===== config.mk =====
export PLATFORM = sky130hd
export DESIGN_NAME = tx_pause_gen
export DESIGN_NICKNAME = d
export VERILOG_FILES = /design/src/rtl/tx_pause_gen.sv
export SDC_FILE = /design/constraint.sdc
export NUM_CORES = 1
export LEC_CHECK = 0
export CAP_MARGIN = 10
export CORE_MARGIN = 2
export CORE_UTILIZATION = 39
export CTS_CLUSTER_DIAMETER = 100
export DETAILED_ROUTE_END_ITERATION = 8
export GPL_ROUTABILITY_DRIVEN = 0
export PLACE_DENSITY = 0.67
export SYNTH_ARGS = -nofsm -noshare
export SYNTH_HDL_FRONTEND = slang
export SYNTH_SLANG_ARGS = --single-unit
export TNS_END_PERCENT = 30

===== constraint.sdc =====
create_clock -name txclk -period 2.9 [get_ports txclk]
set_clock_uncertainty 0.2 [all_clocks]
set_input_delay 0.58 -clock txclk [delete_from_list [all_inputs] [get_ports txclk]]
set_output_delay 0.58 -clock txclk [all_outputs]
set_load 0.02 [all_outputs]

===== src/rtl/tx_pause_gen.sv =====
// tx_pause_gen: builds 60-byte 802.3x PAUSE frames (no FCS) and streams 8 x 64-bit beats; first beat 1 cycle after the registered grant.
// Beats hold while tx_ready=0; requests arriving while busy queue as one pending frame. Define PAUSE_REFRESH_EN for auto-resend while pause_hold=1.
module tx_pause_gen #(
    parameter logic [47:0] PAUSE_DA       = 48'h0180C2000001,
    parameter logic [15:0] PAUSE_TYPE     = 16'h8808,
    parameter logic [15:0] PAUSE_OPCODE   = 16'h0001,
    parameter logic [15:0] REFRESH_CYCLES = 16'd4096
) (
    input  logic        txclk,
    input  logic        reset,
    input  logic [47:0] MAC_Addr,
    input  logic        pause_send,
    input  logic [15:0] pause_quanta,
    input  logic        pause_hold,
    input  logic        tx_grant,
    input  logic        tx_ready,
    output logic        tx_req,
    output logic        tx_valid,
    output logic [63:0] tx_data,
    output logic [7:0]  tx_ben,
    output logic        tx_sof,
    output logic        tx_eof,
    output logic        pause_busy,
    output logic        pause_done
);

    typedef enum logic [1:0] {IDLE, REQ, SEND, DONE} state_t;

    state_t      state_q, state_d;
    logic [2:0]  beat_q, beat_d;
    logic        grant_q, grant_d;
    logic        pending_q, pending_d;
    logic [15:0] pend_quanta_q, pend_quanta_d;
    logic [15:0] quanta_q, quanta_d;
    logic [47:0] sa_q, sa_d;

    logic        tx_req_q, tx_req_d;
    logic        tx_valid_q, tx_valid_d;
    logic [63:0] tx_data_q, tx_data_d;
    logic [7:0]  tx_ben_q, tx_ben_d;
    logic        tx_sof_q, tx_sof_d;
    logic        tx_eof_q, tx_eof_d;
    logic        pause_busy_q, pause_busy_d;
    logic        pause_done_q, pause_done_d;

    logic        req_in;
    logic [15:0] req_quanta;
    logic        beat_acc;

    assign beat_acc = tx_valid_q & tx_ready;

`ifdef PAUSE_REFRESH_EN
    logic [15:0] refresh_q, refresh_d;
    logic        refresh_req;

    // Fires once as the countdown reaches zero; it then idles at 0 until the next pause_done reloads it.
    assign refresh_req = pause_hold & ~pause_done_q & (refresh_q == 16'd1);

    always_comb begin
        refresh_d = refresh_q;
        if (!pause_hold) begin
            refresh_d = 16'd0;
        end else if (pause_done_q) begin
            refresh_d = REFRESH_CYCLES;
        end else if (refresh_q != 16'd0) begin
            refresh_d = refresh_q - 16'd1;
        end
    end

    always_ff @(posedge txclk) begin
        if (reset) begin
            refresh_q <= 16'd0;
        end else begin
            refresh_q <= refresh_d;
        end
    end

    assign req_in     = pause_send | refresh_req;
    assign req_quanta = pause_send ? pause_quanta : quanta_q;
`else
    logic unused_refresh;

    assign unused_refresh = ^{pause_hold, REFRESH_CYCLES};
    assign req_in         = pause_send;
    assign req_quanta     = pause_quanta;
`endif

    always_ff @(posedge txclk) begin
        if (reset) begin
            state_q <= IDLE;
        end else begin
            state_q <= state_d;
        end
    end

    always_comb begin
        state_d = state_q;
        case (state_q)
            IDLE:    if (req_in) state_d = REQ;
            REQ:     if (grant_q) state_d = SEND;
            SEND:    if (beat_acc && (beat_q == 3'd7)) state_d = DONE;
            DONE:    state_d = (pending_q || req_in) ? REQ : IDLE;
            default: state_d = IDLE;
        endcase
    end

    always_comb begin
        quanta_d      = quanta_q;
        sa_d          = sa_q;
        pending_d     = pending_q;
        pend_quanta_d = pend_quanta_q;
        beat_d        = 3'd0;
        grant_d       = (state_q == REQ) & tx_grant & ~grant_q;

        if (state_q == SEND) begin
            beat_d = beat_acc ? beat_q + 3'd1 : beat_q;
        end

        // A request seen in DONE is newer than the pending one, so it wins the quanta.
        if (state_q == IDLE) begin
            if (req_in) begin
                quanta_d = req_quanta;
                sa_d     = MAC_Addr;
            end
        end else if (state_q == DONE) begin
            if (req_in || pending_q) begin
                quanta_d  = req_in ? req_quanta : pend_quanta_q;
                sa_d      = MAC_Addr;
                pending_d = 1'b0;
            end
        end else if (req_in) begin
            pending_d     = 1'b1;
            pend_quanta_d = req_quanta;
        end
    end

    always_comb begin
        tx_req_d     = (state_d == REQ);
        tx_valid_d   = (state_d == SEND);
        pause_busy_d = (state_d != IDLE);
        pause_done_d = (state_d == DONE);
        tx_data_d    = 64'h0;
        tx_ben_d     = 8'h00;
        tx_sof_d     = 1'b0;
        tx_eof_d     = 1'b0;

        // Byte n of the beat sits in [8n+7:8n], so wire order reads right to left here.
        if (state_d == SEND) begin
            tx_ben_d = 8'hFF;
            case (beat_d)
                3'd0: begin
                    tx_data_d = {sa_q[39:32], sa_q[47:40],
                                 PAUSE_DA[7:0], PAUSE_DA[15:8], PAUSE_DA[23:16],
                                 PAUSE_DA[31:24], PAUSE_DA[39:32], PAUSE_DA[47:40]};
                    tx_sof_d  = 1'b1;
                end
                3'd1: begin
                    tx_data_d = {PAUSE_OPCODE[7:0], PAUSE_OPCODE[15:8],
                                 PAUSE_TYPE[7:0], PAUSE_TYPE[15:8],
                                 sa_q[7:0], sa_q[15:8], sa_q[23:16], sa_q[31:24]};
                end
                3'd2: begin
                    tx_data_d = {48'h0, quanta_q[7:0], quanta_q[15:8]};
                end
                3'd7: begin
                    tx_ben_d = 8'h0F;
                    tx_eof_d = 1'b1;
                end
                default: begin
                    tx_data_d = 64'h0;
                end
            endcase
        end
    end

    always_ff @(posedge txclk) begin
        if (reset) begin
            beat_q        <= 3'd0;
            grant_q       <= 1'b0;
            pending_q     <= 1'b0;
            pend_quanta_q <= 16'h0;
            quanta_q      <= 16'h0;
            sa_q          <= 48'h0;
            tx_req_q      <= 1'b0;
            tx_valid_q    <= 1'b0;
            tx_data_q     <= 64'h0;
            tx_ben_q      <= 8'h00;
            tx_sof_q      <= 1'b0;
            tx_eof_q      <= 1'b0;
            pause_busy_q  <= 1'b0;
            pause_done_q  <= 1'b0;
        end else begin
            beat_q        <= beat_d;
            grant_q       <= grant_d;
            pending_q     <= pending_d;
            pend_quanta_q <= pend_quanta_d;
            quanta_q      <= quanta_d;
            sa_q          <= sa_d;
            tx_req_q      <= tx_req_d;
            tx_valid_q    <= tx_valid_d;
            tx_data_q     <= tx_data_d;
            tx_ben_q      <= tx_ben_d;
            tx_sof_q      <= tx_sof_d;
            tx_eof_q      <= tx_eof_d;
            pause_busy_q  <= pause_busy_d;
            pause_done_q  <= pause_done_d;
        end
    end

    assign tx_req     = tx_req_q;
    assign tx_valid   = tx_valid_q;
    assign tx_data    = tx_data_q;
    assign tx_ben     = tx_ben_q;
    assign tx_sof     = tx_sof_q;
    assign tx_eof     = tx_eof_q;
    assign pause_busy = pause_busy_q;
    assign pause_done = pause_done_q;

endmodule

Word level (Yosys, flattened, before mapping)
Cells that the tools add are included.
{"block": "totals", "register_bits": 165, "inputBits": 70, "output_inout_bits": 78, "word_cells": 70}
{"block": "op_classes", "n_addsub": 1, "eq_ne": 12, "muxes": 23, "bitwise_logic": 7, "reduce_logical": 12}
{"operator": "two-way mux 48 bit", "n": 4}
{"operator": "one-hot mux 64 bit (3 select lines)", "n": 1}
{"operator": "two-way mux 16 bit", "n": 5}
{"operator": "equality test 2 bit, second input constant", "n": 4}
{"operator": "two-way mux 8 bit", "n": 1}
{"operator": "one-hot mux 2 bit (4 select lines)", "n": 1}
{"operator": "nonzero test 2 bit", "n": 4}
{"operator": "equality test 3 bit, second input constant", "n": 2}
{"operator": "two-way mux 1 bit", "n": 6}
{"operator": "two-way mux 2 bit", "n": 3}
{"operator": "two-way mux 3 bit", "n": 2}
{"operator": "AND reduction 3 bit", "n": 2}
{"operator": "equality test 2 x 1 -> 1 bit, second input constant", "n": 2}
{"operator": "!= test 2 bit, second input constant", "n": 2}
{"operator": "inverter 1 bit", "n": 4}
{"operator": "adder 3 x 1 -> 3 bit, second input constant", "n": 1}
{"operator": "bitwise AND 1 bit", "n": 3}
{"operator": "equality test 3 x 1 -> 1 bit, second input constant", "n": 1}
{"operator": "equality test 3 x 2 -> 1 bit, second input constant", "n": 1}
{"operator": "logical NOT 3 bit", "n": 1}
{"operator": "logical NOT 2 bit", "n": 1}
{"operator": "AND reduction 2 bit", "n": 1}
{"operator": "OR reduction 2 bit", "n": 1}
{"operator": "logical AND 1 bit", "n": 1}
{"operator": "logical OR 1 bit", "n": 1}

Depth between registers and ports, before layout
{"block": "depth", "depth_word": 7, "depth_mapped": 9, "ltp_nobuf": 8}

Least setup slack after synthesis
Ideal clock, no wire load.
{"block": "synth_timing", "path_type": "register to register", "from": "reg state_q[0]", "to": "reg tx_data_q[23] (netlist: tx_data[23])", "setup_time_ns": 0.121, "arrival_ns": 1.785, "t_required_ns": 2.579, "path_slack_ns": 0.795, "path_stages_with_launch": 10, "n_path_buf": 1, "period_less_slack_ns": 2.105, "path_cell_list": "dfxtp_1 inv_1 ha_1 or3_1 o211a_1 nand2b_1 inv_2 o21ai_1 buf_2 nor3_1"}
{"block": "synth_between", "elab_chain_len": 5}
{"element": "start, declared", "line": "29", "rtl": "state_t state_q, state_d;"}
{"element": "start signal, assigned", "line": "92", "rtl": "state_q <= state_d;"}
{"element": "equality test 2 bit, or another cell as far along", "line": "98", "rtl": "case (state_q)"}
{"element": "one-hot mux 2 bit (4 select lines)", "line": "98"}
{"element": "equality test 2 bit", "line": "148", "rtl": "if (state_d == SEND) begin"}
{"element": "inverter 1 bit (no line)"}
{"element": "OR reduction 2 bit (no line)"}
{"element": "end signal, assigned", "line": "201", "rtl": "tx_data_q <= tx_data_d;"}
{"element": "end, declared", "line": "39", "rtl": "logic [63:0] tx_data_q, tx_data_d;"}
Parallel ways exist; a longest one is shown, timed or not.
A chain may end at the register's enable or synchronous reset.

Worst setup path in the final report
{"block": "layout_timing", "from": "reg tx_valid_q (netlist: tx_valid)", "to": "out tx_valid"}
{"element": "start, declared", "line": "38", "rtl": "logic tx_valid_q, tx_valid_d;"}
{"element": "start signal, assigned", "line": "200", "rtl": "tx_valid_q <= tx_valid_d;"}
{"element": "end, declared", "line": "18", "rtl": "output logic tx_valid,"}
No word-level cell between the ends.

==> impl_metrics.env <==
export IMPL_status="finished clean"
export IMPL_avgSynthCellArea_um2=8.52
export IMPL_synth_distinct_cells=48
export IMPL_grtUsageTotal=0.187
export IMPL_crit_fanout=11
export IMPL_hold_path_class="flip-flop to flip-flop"
export IMPL_syn_cell_area_um2=5420
export IMPL_via_count=4730
export IMPL_cpPeakStageDelay_ns=0.73
export IMPL_yosysMostFrequentCell="nand2_1"
export IMPL_row_count=43
export IMPL_nets=831
export IMPL_hold_viol_final=0
export IMPL_routedWlPerCell_um=14.4
export IMPL_wl_mm=13.6
export IMPL_grt_pass1_vias=4485
export IMPL_drive_above_1_share=0.0849
export IMPL_clkTransAtPathRegs_ns=0.06
export IMPL_worst_path_buf_inv=1
export IMPL_syn_inst=636
export IMPL_max_freq_ghz=0.399
export IMPL_holdWs_ns=0.232
export IMPL_synth_main_ff_cell="dfxtp_1"
export IMPL_slew_headroom=0.367
export IMPL_synth_edf_count=0
export IMPL_cts_resized=0
export IMPL_tightest_slew_ns=0.949
export IMPL_maxCapViolCount=0
export IMPL_io_pins=148
export IMPL_drc=0
export IMPL_die_h_um=122
export IMPL_clk_latency_ns=0.41
export IMPL_startpoint_type="flip-flop"
export IMPL_firstDrtPassIters=6
export IMPL_final_area_um2=7490
export IMPL_cts_sinks=145
export IMPL_cp_num_cells=1
export IMPL_start_util=0.395
export IMPL_min_path_cells=2
export IMPL_r2r_cells=9
export IMPL_yosys_top_cells_area="dfxtp_1, nand2_1, a21oi_1"
export IMPL_path_class="flip-flop to primary output"
export IMPL_cts_root_buf="clkbuf_16"
export IMPL_cts_buffers=17
export IMPL_p_per_area_nw_per_um2=666
export IMPL_finalPower_w=0.00499
export IMPL_worstPathCellList="clkdlybuf4s50_1"
export IMPL_synth_commonest_cells="nand2_1, dfxtp_1, a21oi_1"
export IMPL_postRouteAntennaNets=0
export IMPL_grt_max_degree=89
export IMPL_portBuffers=134
export IMPL_end_kind="primary output"
export IMPL_arrival_ns=1.73
export IMPL_area_delta_synth_final_pct=38.1
export IMPL_drt_iter0_markers=347
export IMPL_overflow=0
export IMPL_final_max_slew_viol_count=0
export IMPL_fp_dieW_um=122
export IMPL_hpwl_mm=9.31
export IMPL_ys_warn_count=0
export IMPL_holdBufCountCts=0
export IMPL_grt_antenna_before_repair=0
export IMPL_dpl_cell_area_um2=6840
export IMPL_tritoncts="built"
export IMPL_postCtsSetupBuffers=0
export IMPL_period_needed_ns=2.51
export IMPL_total_leakage_power_nw=2.74
export IMPL_fin_setup_tns_ns=0
export IMPL_antenna_diode_count=0
export IMPL_cts_buffer_depth=2
export IMPL_critPathRequiredTime_ns=2.12
export IMPL_grt_pass1_wl_mm=21.8
export IMPL_core_um2=13700
export IMPL_critPathTopFamily="buffers and inverters"
export IMPL_ys_seq_elements=145
export IMPL_yosysTopAreaCellShare=0.536
export IMPL_viasPerCell=5.00
export IMPL_fin_crit_sh=0.864
export IMPL_async_flop_share=0
export IMPL_setup_violations_final=0
export IMPL_dieArea_um2=14900
export IMPL_peakVddDrop_mv=0.461
export IMPL_htree_levels=4
export IMPL_slowest_stage="clkdlybuf4s50_1"
export IMPL_synth_top_area_cell="dfxtp_1"
export IMPL_rsz0062_at_grt="false"
export IMPL_ys_seq_area_frac=0.536
export IMPL_postLayoutCoreUtil=0.546
-- layer usage --
| layer | track usage | vias up | routed length (um) |
|---|---|---|---|
| met3 | 0.0492 | 14 | 803 |
| met2 | 0.307 | 165 | 6420 |
| met4 | 0.0654 | 0 | 202 |
| li1 | - | 2351 | - |
| met5 | 0 | - | 0 |
| met1 | 0.239 | 2200 | 6190 |
-- report_power, final --
part / internal, W / total [W] / switching (W)
registers: 0.00209 / 0.00215 / 0.0000583
clock network: 0.00155 / 0.00237 / 0.000820
logic: 0.000204 / 0.000466 / 0.000262
-- state kept, by name, summed over array words and instances (netlist names), 2 cells and up --
| name | flops |
|---|---|
| tx_ben | 2 |
| tx_data | 50 |
| state_q | 2 |
| beat_q | 3 |
| sa_q | 48 |
| quanta_q | 16 |
| pend_quanta_q | 16 |
-- worst paths after layout --
| check | startpoint | endpoint | slack [ns] |
|---|---|---|---|
| worst max-delay path | tx_valid | tx_valid | 0.39 |
| worst min-delay path | sa_q[6] | tx_data[30] | 0.23 |
| worst max register to register | state_q[0] | tx_data[2] | 0.44 |
| worst min register to register | sa_q[6] | tx_data[30] | 0.23 |
-- cell usage in the layout, fill, tap and decap left out, drive strengths merged, types with 2 or more instances in the layout --
cell type	netlist	routed
dfxtp	145	145
nand3	16	16
a311oi	16	16
nor3	25	25
a21bo	2	2
nor2	57	57
nand3b	2	2
o21ba	2	2
o21ai	21	21
clkbuf	28	19
a21oi	66	66
inv	14	16
clkdlybuf4s50	0	133
nand2b	2	2
and3	2	2
clkinv	0	4
and2	4	4
conb	1	12
nand2	154	154
buf	38	21
bufinv	0	5
ha	7	7
a32oi	14	14
a221oi	2	2
-- per-stage QoR --
| step | std cells | setup slack (ns) |
|---|---|---|
| 2_1_floorplan | 647 | 0.795 |
| 3_3_place_gp | 915 | 0.186 |
| 3_5_place_dp | 915 | 0.109 |
| 4_1_cts | 946 | 0.393 |
| 5_1_grt | 946 | 0.228 |
| 6_report | 946 | 0.393 |
-- logic make-up (layout without fill, tap and decap cells) --
logic type / after synthesis / in the layout / synth area share
and+or+nand+nor: 269 / 269 / 0.209
adders and majority gates: 7 / 7 / 0.0162
other: 1 / 12 / 0.000692
DFF: 145 / 145 / 0.536
AOI/OAI and AO/OA: 134 / 134 / 0.162
buffers and inverters: 80 / 199 / 0.0766
-- final cells by class --
cell class,count,area [um^2]
Timing Repair Buffer,154,1500
Multi-Input combinational cell,422,2160
Sequential cell,145,2900
Fill cell,1190,6230
Clock buffer,19,443
Clock inverter,12,206
Inverter,14,52.6
Tap cell,180,225
No activity file was read; power rests on OpenSTA's default activity.
